$ cat config.mk
export PLATFORM = sky130hd
export DESIGN_NAME = eth_rmii_txrx
export DESIGN_NICKNAME = d
export VERILOG_FILES = /design/src/rtl/eth_rmii_txrx.sv
export SDC_FILE = /design/constraint.sdc
export NUM_CORES = 1
export LEC_CHECK = 0
export CORE_UTILIZATION = 28
export CTS_CLUSTER_DIAMETER = 50
export CTS_CLUSTER_SIZE = 8
export DETAILED_ROUTE_END_ITERATION = 10
export PLACE_DENSITY = 0.52
export SLEW_MARGIN = 5
export SYNTH_ARGS = -nofsm -noshare
export SYNTH_HDL_FRONTEND = slang
export SYNTH_SLANG_ARGS = --single-unit
$ cat constraint.sdc
create_clock -name clk50 -period 5.11 [get_ports clk50]
set_clock_uncertainty 0.15 [all_clocks]
set_input_delay 0.7665 -clock clk50 [delete_from_list [all_inputs] [get_ports clk50]]
set_output_delay 0.7665 -clock clk50 [all_outputs]
set_load 0.01 [all_outputs]
$ cat src/rtl/eth_rmii_txrx.sv
// eth_rmii_txrx
// RMII (100 Mb/s, 50 MHz reference clock) byte-stream transmitter and receiver.
//
// Transmit path: on request, emits 7 x 0x55 preamble and the 0xD5 SFD, then
// client bytes LSB-first as dibits.
// Receive path: strips the preamble and SFD, then delivers bytes with a
// valid strobe and an end-of-packet strobe.
//
// Ports
//   clk50       in   50 MHz RMII reference clock (single clock domain)
//   reset       in   asynchronous, active-high reset
//   tx0, tx1    out  RMII TXD[0], TXD[1]; forced to 0 while txen is low
//   txen        out  RMII TX_EN
//   tx_data     in   byte to send, captured in the cycle tx_advance is high
//   tx_packet   in   client has bytes to send; sampled in IDLE and at capture points
//   tx_busy     out  high from frame start through the inter-packet gap
//   tx_advance  out  1-cycle pulse: tx_data is captured at the end of this cycle
//   rx0, rx1    in   RMII RXD[0], RXD[1]
//   crs_dv      in   RMII CRS_DV
//   rx_data     out  received byte, valid while rx_valid is high
//   rx_valid    out  1-cycle strobe per received byte
//   rx_eop      out  1-cycle strobe at end of a received frame
module eth_rmii_txrx (
    input  logic       clk50,
    input  logic       reset,
    output logic       tx0,
    output logic       tx1,
    output logic       txen,
    input  logic [7:0] tx_data,
    input  logic       tx_packet,
    output logic       tx_busy,
    output logic       tx_advance,
    input  logic       rx0,
    input  logic       rx1,
    input  logic       crs_dv,
    output logic [7:0] rx_data,
    output logic       rx_valid,
    output logic       rx_eop
);

    // ------------------------------------------------------------------
    // Transmitter
    // ------------------------------------------------------------------
    typedef enum logic [1:0] {TX_IDLE, TX_PREAMBLE, TX_DATA, TX_IPG} tx_state_t;

    tx_state_t  tx_state;
    logic [5:0] tx_cnt;    // preamble dibit 0..31, data dibit 0..3, IPG clock 0..47
    logic [5:0] tx_shift;  // remaining dibits of the byte on the wire
    logic       tx_boundary;

    // Last dibit of the SFD or of a data byte: the next byte starts here or the
    // frame ends. tx_advance was already decided when this cycle was entered.
    assign tx_boundary = ((tx_state == TX_PREAMBLE) && (tx_cnt == 6'd31)) ||
                         ((tx_state == TX_DATA) && (tx_cnt[1:0] == 2'd3));

    always_ff @(posedge clk50 or posedge reset) begin
        if (reset) begin
            tx_state   <= TX_IDLE;
            tx_cnt     <= 6'd0;
            // NOTE: the datapath shift register is reset along with the control
            // state so no X can ever reach the pins after reset.
            tx_shift   <= 6'd0;
            txen       <= 1'b0;
            tx0        <= 1'b0;
            tx1        <= 1'b0;
            tx_busy    <= 1'b0;
            tx_advance <= 1'b0;
        end else begin
            // NOTE: all sequential state uses non-blocking assignments so every
            // register in this block sees the values from before the edge.
            tx_advance <= 1'b0;
            if (tx_boundary) begin
                if (tx_advance) begin
                    tx_state       <= TX_DATA;
                    tx_cnt         <= 6'd0;
                    {tx1, tx0}     <= tx_data[1:0];
                    tx_shift       <= tx_data[7:2];
                end else begin
                    tx_state       <= TX_IPG;
                    tx_cnt         <= 6'd0;
                    txen           <= 1'b0;
                    {tx1, tx0}     <= 2'b00;
                end
            end else begin
                case (tx_state)
                    TX_IDLE: begin
                        if (tx_packet) begin
                            tx_state   <= TX_PREAMBLE;
                            tx_cnt     <= 6'd0;
                            txen       <= 1'b1;
                            {tx1, tx0} <= 2'b01;
                            tx_busy    <= 1'b1;
                        end
                    end
                    TX_PREAMBLE: begin
                        tx_cnt     <= tx_cnt + 6'd1;
                        // Entering dibit 31: the SFD tail and the first capture point.
                        {tx1, tx0} <= (tx_cnt == 6'd30) ? 2'b11 : 2'b01;
                        tx_advance <= (tx_cnt == 6'd30) && tx_packet;
                    end
                    TX_DATA: begin
                        tx_cnt     <= tx_cnt + 6'd1;
                        {tx1, tx0} <= tx_shift[1:0];
                        tx_shift   <= {2'b00, tx_shift[5:2]};
                        tx_advance <= (tx_cnt[1:0] == 2'd2) && tx_packet;
                    end
                    TX_IPG: begin
                        if (tx_cnt == 6'd47) begin
                            tx_state <= TX_IDLE;
                            tx_busy  <= 1'b0;
                        end else begin
                            tx_cnt   <= tx_cnt + 6'd1;
                        end
                    end
                    default: tx_state <= TX_IDLE;
                endcase
            end
        end
    end

    // ------------------------------------------------------------------
    // Receiver
    // ------------------------------------------------------------------
    typedef enum logic [1:0] {RX_IDLE, RX_HUNT, RX_DATA} rx_state_t;

    rx_state_t  rx_state;
    logic       rx0_q, rx1_q, crs_q;   // pins registered once
    logic [1:0] rx_cnt;                // dibit index within the current byte
    logic [5:0] rx_shift;              // first three dibits, LSB dibit lowest
    logic [7:0] rx_byte;
    logic       rx_byte_done;
    logic       rx_end;

    always_ff @(posedge clk50 or posedge reset) begin
        if (reset) begin
            rx_state     <= RX_IDLE;
            rx0_q        <= 1'b0;
            rx1_q        <= 1'b0;
            crs_q        <= 1'b0;
            rx_cnt       <= 2'd0;
            rx_shift     <= 6'd0;
            rx_byte      <= 8'h00;
            rx_byte_done <= 1'b0;
            rx_end       <= 1'b0;
            rx_data      <= 8'h00;
            rx_valid     <= 1'b0;
            rx_eop       <= 1'b0;
        end else begin
            rx0_q        <= rx0;
            rx1_q        <= rx1;
            crs_q        <= crs_dv;
            rx_byte_done <= 1'b0;
            rx_end       <= 1'b0;

            // Output stage: one more register after the FSM decision.
            rx_valid     <= rx_byte_done;
            rx_eop       <= rx_end;
            if (rx_byte_done) begin
                rx_data  <= rx_byte;
            end

            case (rx_state)
                RX_IDLE: begin
                    if (crs_q) begin
                        rx_state <= RX_HUNT;
                    end
                end
                RX_HUNT: begin
                    if (!crs_q) begin
                        rx_state <= RX_IDLE;
                    end else if ({rx1_q, rx0_q} == 2'b11) begin
                        rx_state <= RX_DATA;
                        rx_cnt   <= 2'd0;
                    end else if ({rx1_q, rx0_q} != 2'b01) begin
                        rx_state <= RX_IDLE;
                    end
                end
                RX_DATA: begin
                    if (!crs_q) begin
                        // Any partial byte in rx_shift is simply dropped.
                        rx_state <= RX_IDLE;
                        rx_end   <= 1'b1;
                    end else begin
                        rx_cnt <= rx_cnt + 2'd1;
                        if (rx_cnt == 2'd3) begin
                            rx_byte      <= {rx1_q, rx0_q, rx_shift};
                            rx_byte_done <= 1'b1;
                        end else begin
                            rx_shift     <= {rx1_q, rx0_q, rx_shift[5:2]};
                        end
                    end
                end
                default: rx_state <= RX_IDLE;
            endcase
        end
    end

endmodule

==> run summary, run 1 <==
status - complete, no violations
Worst-Margin Slew - 660 ps
latest clock arrival within the worst-skew pair - 300 ps
Max Fclk - 448 MHz
setup TNS - 0 ps
startpoint types - flop
Req. time, crit path - 4190 ps
most frequent cell after synthesis - dfrtp_1
top cell type's share of synthesized area - 55.9%
Yosys Warn Count - 0
Seq/Total Area, Yosys - 55.9%
Crit. End Element - output port
Std-Cell Rows - 32
placed cell area - 0.00272 mm2
Leakage Power - 1.33 nW
antenna viol nets, final - 0
Syn-to-layout area delta - 21.9%
Max Cap Violations - 0
clk sinks - 52
Cell Chain, Critical Path - clkdlybuf4s50_1
RSZ-0062 raised after global routing - no
full die area - 0.00868 mm2
Total Nets Final - 247
Distinct cells, synth - 41
CTS tree - yes
Routed wire per std cell - 13.2 um
Worst path slowest cell - clkdlybuf4s50_1
final setup fails - 0
CP top delay family - buffers and inverters
DP HPWL - 3040 um
# Post-CTS Setup Buffers - 0
Starting Density - 29.5%
crit path time final - 2230 ps
Slowest Stage Delay on Critical Path - 570 ps
Iter 0 DRT Violations - 46
#FFs+latches synth - 52
Die H - 93.1 um
antenna violations before repair - 0
hold buffers post-CTS - 0
crit path DAT - 1310 ps
Primary FF master, synth - dfrtp_1
Worst Hold Class - reg -> reg
vias in the first global route - 1536
ANT cells - 0
I/O Pins - 29
leading area contributor after synthesis - dfrtp_1
Root Buffer - clkbuf_8
global-route wire length before repair - 7670 um
CP bufs+invs - 1
share of layout cells above drive strength 1 - 18.6%
VDD IR max - 0.105 mV
Netlist Area Pre-Place - 0.00233 mm2
GPL Wtd Cong - 0.833
ys async rst share - 100%
# H-tree levels - 2
grt ovf - 0
Slew Limit Fails - 0
largest net degree at the start of global routing - 53
Post-Synthesis Cells - 193
global-route usage over all layers - 11.3%
Slew headroom - 56.0%
vias per cell - 4.79
Tcrit/Tclk final - 43.7%
drt total wl - 4340 um
ranking of synthesized cells by area - dfrtp_1 56%, mux2_2 10%, ha_1 4.3%
via count - 1572
clk buf depth - 2
r2r setup slk - 3060 ps
width of the die - 93.1 um
P per Cell Area - 279 mW/mm2
Port Buffer Count - 28
drt pass-1 iters - 5
core area - 0.00789 mm2
design area - 0.00284 mm2
Final Hold Vio Count - 0
Syn Nets - 215
worst-path fanout max - 6
top cells by count, synth - 52 x dfrtp_1, 21 x mux2_2, 18 x nand2_1
Syn Area/Cell - 12.1 um2
clock slew at reported path FFs - 100 ps
Post-route DRC - 0
PostCTS Resize Cnt - 0
EDFF count, synth - 0
total CTS buffers - 5
WS Path Type - reg -> out
logic make-up after synthesis:
family                     count (synthesis)  share of synthesized area (%)
buffers and inverters                     16                           2.69
DFF                                       52                           55.9
adders and majority gates                  8                           4.30
AOI/OAI and AO/OA                         39                           12.4
and+or+nand+nor                           52                           12.3
muxes                                     26                           12.3
registers in the layout, indices dropped and copies added (netlist names):
signal	cells
rx_byte	8
rx_data	8
rx_shift	6
tx_cnt	6
tx_shift	6
rx_cnt	2
rx_state	2
tx_state	2
crs_q	1
rx0_q	1
rx1_q	1
rx_byte_done	1
rx_end	1
rx_eop	1
rx_valid	1
tx0	1
tx1	1
tx_advance	1
tx_busy	1
txen	1
placed cells by master (no fill, tap or decap), drive strengths merged, types with 5 or more instances in the layout:
master	count
nand3	5
clkdlybuf4s50	28
inv	12
clkbuf	6
dfrtp	52
nand2	18
a21oi	10
nor2b	5
mux2	21
o21ai	9
mux2i	5
ha	8
final timing paths:
path                                          from                    end  cells after the start
max                           tx_advance$_DFF_PP0_             tx_advance                      1
min                               rx_end$_DFF_PP0_       rx_eop$_DFF_PP0_                      0
max reg2reg                tx_state[0]$_DFFE_PP0P_        tx1$_DFFE_PP0P_                      5
min reg2reg                       rx_end$_DFF_PP0_       rx_eop$_DFF_PP0_                      0
max in group asynchronous                    reset  tx_cnt[5]$_DFFE_PP0P_                      3
min in group asynchronous                    reset        rx1_q$_DFF_PP0_                      3
metal layers:
layer / vias up / GRT usage (%) / part of all wire [%]
met2: 34 / 16.5 / 42
met5: - / 0 / 0
li1: 752 / - / -
met4: 0 / 3.85 / 1.5
met3: 5 / 3.09 / 5.8
met1: 781 / 15.9 / 50
power breakdown:
group	leakage [nW]	switching [mW]	internal (mW)
clock	0.0558	0.135	0.148
combinational	0.587	0.0263	0.0327
sequential	0.685	0.0153	0.433
stage by stage:
step	utilization [%]	hold WS (ps)	total power [mW]	cells	worst slack [ps]
2_1_floorplan	-	181	0.490	193	2940
3_3_place_gp	34.5	184	0.516	320	2680
3_5_place_dp	34.5	187	0.517	320	2610
4_1_cts	35.9	211	0.806	328	2850
5_1_grt	35.9	224	0.833	328	2800
6_report	35.9	207	0.790	328	2880
layout make-up:
class | instances | area [um2]
Clock buffer | 6 | 72.6
Clock inverter | 2 | 38.8
Fill cell | 782 | 5050
Inverter | 12 | 45.0
Multi-Input combinational cell | 125 | 962
Sequential cell | 52 | 1300
Tap cell | 102 | 128
Timing Repair Buffer | 29 | 288
(Power assumes the default switching activity.)
==> inputs of run 2 (changes only) <==
==> constraint.sdc (replaced) <==
create_clock -name clk50 -period 2.25 [get_ports clk50]
set_clock_uncertainty 0.15 [all_clocks]
set_input_delay 0.3375 -clock clk50 [delete_from_list [all_inputs] [get_ports clk50]]
set_output_delay 0.3375 -clock clk50 [all_outputs]
set_load 0.01 [all_outputs]
==> run 2 against run 1 <==
Effect of this change: power is 130% higher; die area stayed put; first-iteration DRC count is 22% higher; sequential share of layout area is 0.68 points lower; final cell count is 1.2% higher; worst setup slack worse by 2700 ps; register-to-register slack worse by 2900 ps; largest cell class unchanged; highest routed layer unchanged.
==> run summary, run 2 (synthesis gave the netlist of run 1 again) <==
drt total wl - 4530 um (+4.3%)
share of layout cells above drive strength 1 - 20.0% (+1.4 points)
core area - 0.00789 mm2 (unchanged)
Root Buffer - clkbuf_8
drt pass-1 iters - 4 (-1)
Crit. End Element - flop
commonest non-fill, non-tap cells in the layout - 52 x dfrtp_1, 28 x clkdlybuf4s50_1, 21 x mux2_2, 18 x nand2_1, 10 x inv_1
clk buf depth - 2 (unchanged)
final setup fails - 0 (unchanged)
Worst Hold Path Cells - 0 (unchanged)
crit path time final - 2040 ps
WS Path Type - reg -> reg
Post-route DRC - 0 (unchanged)
Starting Density - 29.5% (unchanged)
Iter 0 DRT Violations - 56 (+22%)
Syn-to-layout area delta - 23.7%
Power Total - 1.80 mW (+130%)
Port Buffer Count - 28 (unchanged)
DP HPWL - 3280 um (+7.9%)
RSZ-0062 raised after global routing - no
hold_sp - rx_end$_DFF_PP0_
worst-path fanout max - 5 (-1)
Cell Chain, Critical Path - inv_1, ha_1, nor2b_1, or3_1, or3_1, a21oi_1
vias in the first global route - 1533 (-0.20%)
Largest regs - rx_byte: 8 flops, rx_data: 8 flops
CP dominant cell by count - or3_1
vias per cell - 4.72 (-1.5%)
# Post-CTS Setup Buffers - 0 (unchanged)
r2r setup slk - 210 ps (-2850 ps)
antenna viol nets, final - 0 (unchanged)
Die H - 93.1 um (unchanged)
Routed wire per std cell - 13.6 um (+3.1%)
via count - 1568 (-0.25%)
Critical R2R Launch - tx_state[1]$_DFFE_PP0P_
I/O Pins - 29 (unchanged)
global-route wire length before repair - 7780 um (+1.4%)
Slew Limit Fails - 0 (unchanged)
Worst Hold Class - reg -> reg
worst-case reg-to-reg path depth - 6 (+1)
hold buffers post-CTS - 0 (unchanged)
largest net degree at the start of global routing - 29 (-45%)
PostCTS Resize Cnt - 0 (unchanged)
status - complete, no violations
hold path endpoint - rx_eop$_DFF_PP0_
Max Cap Violations - 0 (unchanged)
antenna violations before repair - 0 (unchanged)
Tcrit/Tclk final - 90.9%
# H-tree levels - 2 (unchanged)
Leakage Power - 1.35 nW (+1.8%)
Std-Cell Rows - 32 (unchanged)
total CTS buffers - 5 (unchanged)
full die area - 0.00868 mm2 (unchanged)
latest clock arrival within the worst-skew pair - 300 ps (about the same)
Max Fclk - 489 MHz
CP top delay family - simple AND/OR/NAND/NOR gates
most common library cell in the layout ignoring fill and taps - dfrtp_1
startpoint types - flop
setup TNS - 0 ps (unchanged)
reg2reg end - tx_cnt[4]$_DFFE_PP0P_
Worst-Margin Slew - 521 ps (-138 ps)
width of the die - 93.1 um (unchanged)
VDD IR max - 0.259 mV (+150%)
Worst path slowest cell - dfrtp_1
ANT cells - 0 (unchanged)
Slowest Stage Delay on Critical Path - 400 ps (-170 ps)
Req. time, crit path - 2310 ps (-1880 ps)
grt ovf - 0 (unchanged)
crit path DAT - 2110 ps (+800 ps)
clock slew at reported path FFs - 100 ps (about the same)
GPL Wtd Cong - 0.792 (-4.9%)
Slew headroom - 65.1% (+9.1 points)
P per Cell Area - 626 mW/mm2 (+120%)
global-route usage over all layers - 11.6% (+0.30 points)
Total Nets Final - 251 (+1.6%)
CTS tree - yes
CP bufs+invs - 1 (unchanged)
Final Hold Vio Count - 0 (unchanged)
clk sinks - 52 (unchanged)
run 2: cell count changes in the layout (fill, tap and decap cells not counted):
cell	before	now
buf_4	1	4
buf_12	0	1
run 2: report_power, final:
group | internal [mW] | total, mW | switching, mW
Combinational | 0.0797 | 0.141 | 0.0618
Sequential | 0.983 | 1.02 | 0.0343
Clock | 0.336 | 0.643 | 0.306
Total | 1.40 | 1.80 | 0.402
run 2: worst max path at each step:
stage                             from                     to  slack (ps)  depth (start not counted)
2_1_floorplan  tx_state[0]$_DFFE_PP0P_        tx1$_DFFE_PP0P_         370                          6
3_3_place_gp                 tx_packet  tx_cnt[0]$_DFFE_PP0P_         240                          5
3_5_place_dp                 tx_packet  tx_cnt[4]$_DFFE_PP0P_         170                          5
4_1_cts        tx_state[1]$_DFFE_PP0P_  tx_cnt[4]$_DFFE_PP0P_         230                          6
5_1_grt          tx_cnt[0]$_DFFE_PP0P_  tx_cnt[3]$_DFFE_PP0P_         100                          5
6_report       tx_state[1]$_DFFE_PP0P_  tx_cnt[4]$_DFFE_PP0P_         210                          6
run 2: layout make-up:
type	count	area (um2)
repair buffers	33	330
multi-input cells	125	962
clock inverters	2	38.8
fillers	780	5010
flip-flops and latches	52	1300
well taps	102	128
inverters	12	45.0
clock buffers	6	72.6
run 2: through the flow:
step	hold slack (ps)	area (um2)	setup WS, ps	util (%)	std cells
after detailed placement	192	2770	170	35.1	324
after global routing	232	2880	98.3	36.5	332
after CTS	215	2880	231	36.5	332
after global placement	187	2770	242	35.1	324
final	211	2880	205	36.5	332
after floorplan	181	2330	369	-	193
run 2: metal layers:
| layer | vias to the layer above | part of all wire (%) | GRT usage [%] |
|---|---|---|---|
| met3 | 7 | 5.4 | 3.33 |
| met4 | 0 | 1.5 | 3.46 |
| met2 | 33 | 44 | 18.1 |
| met1 | 766 | 49 | 15.5 |
| met5 | - | 0 | 0 |
| li1 | 762 | - | - |
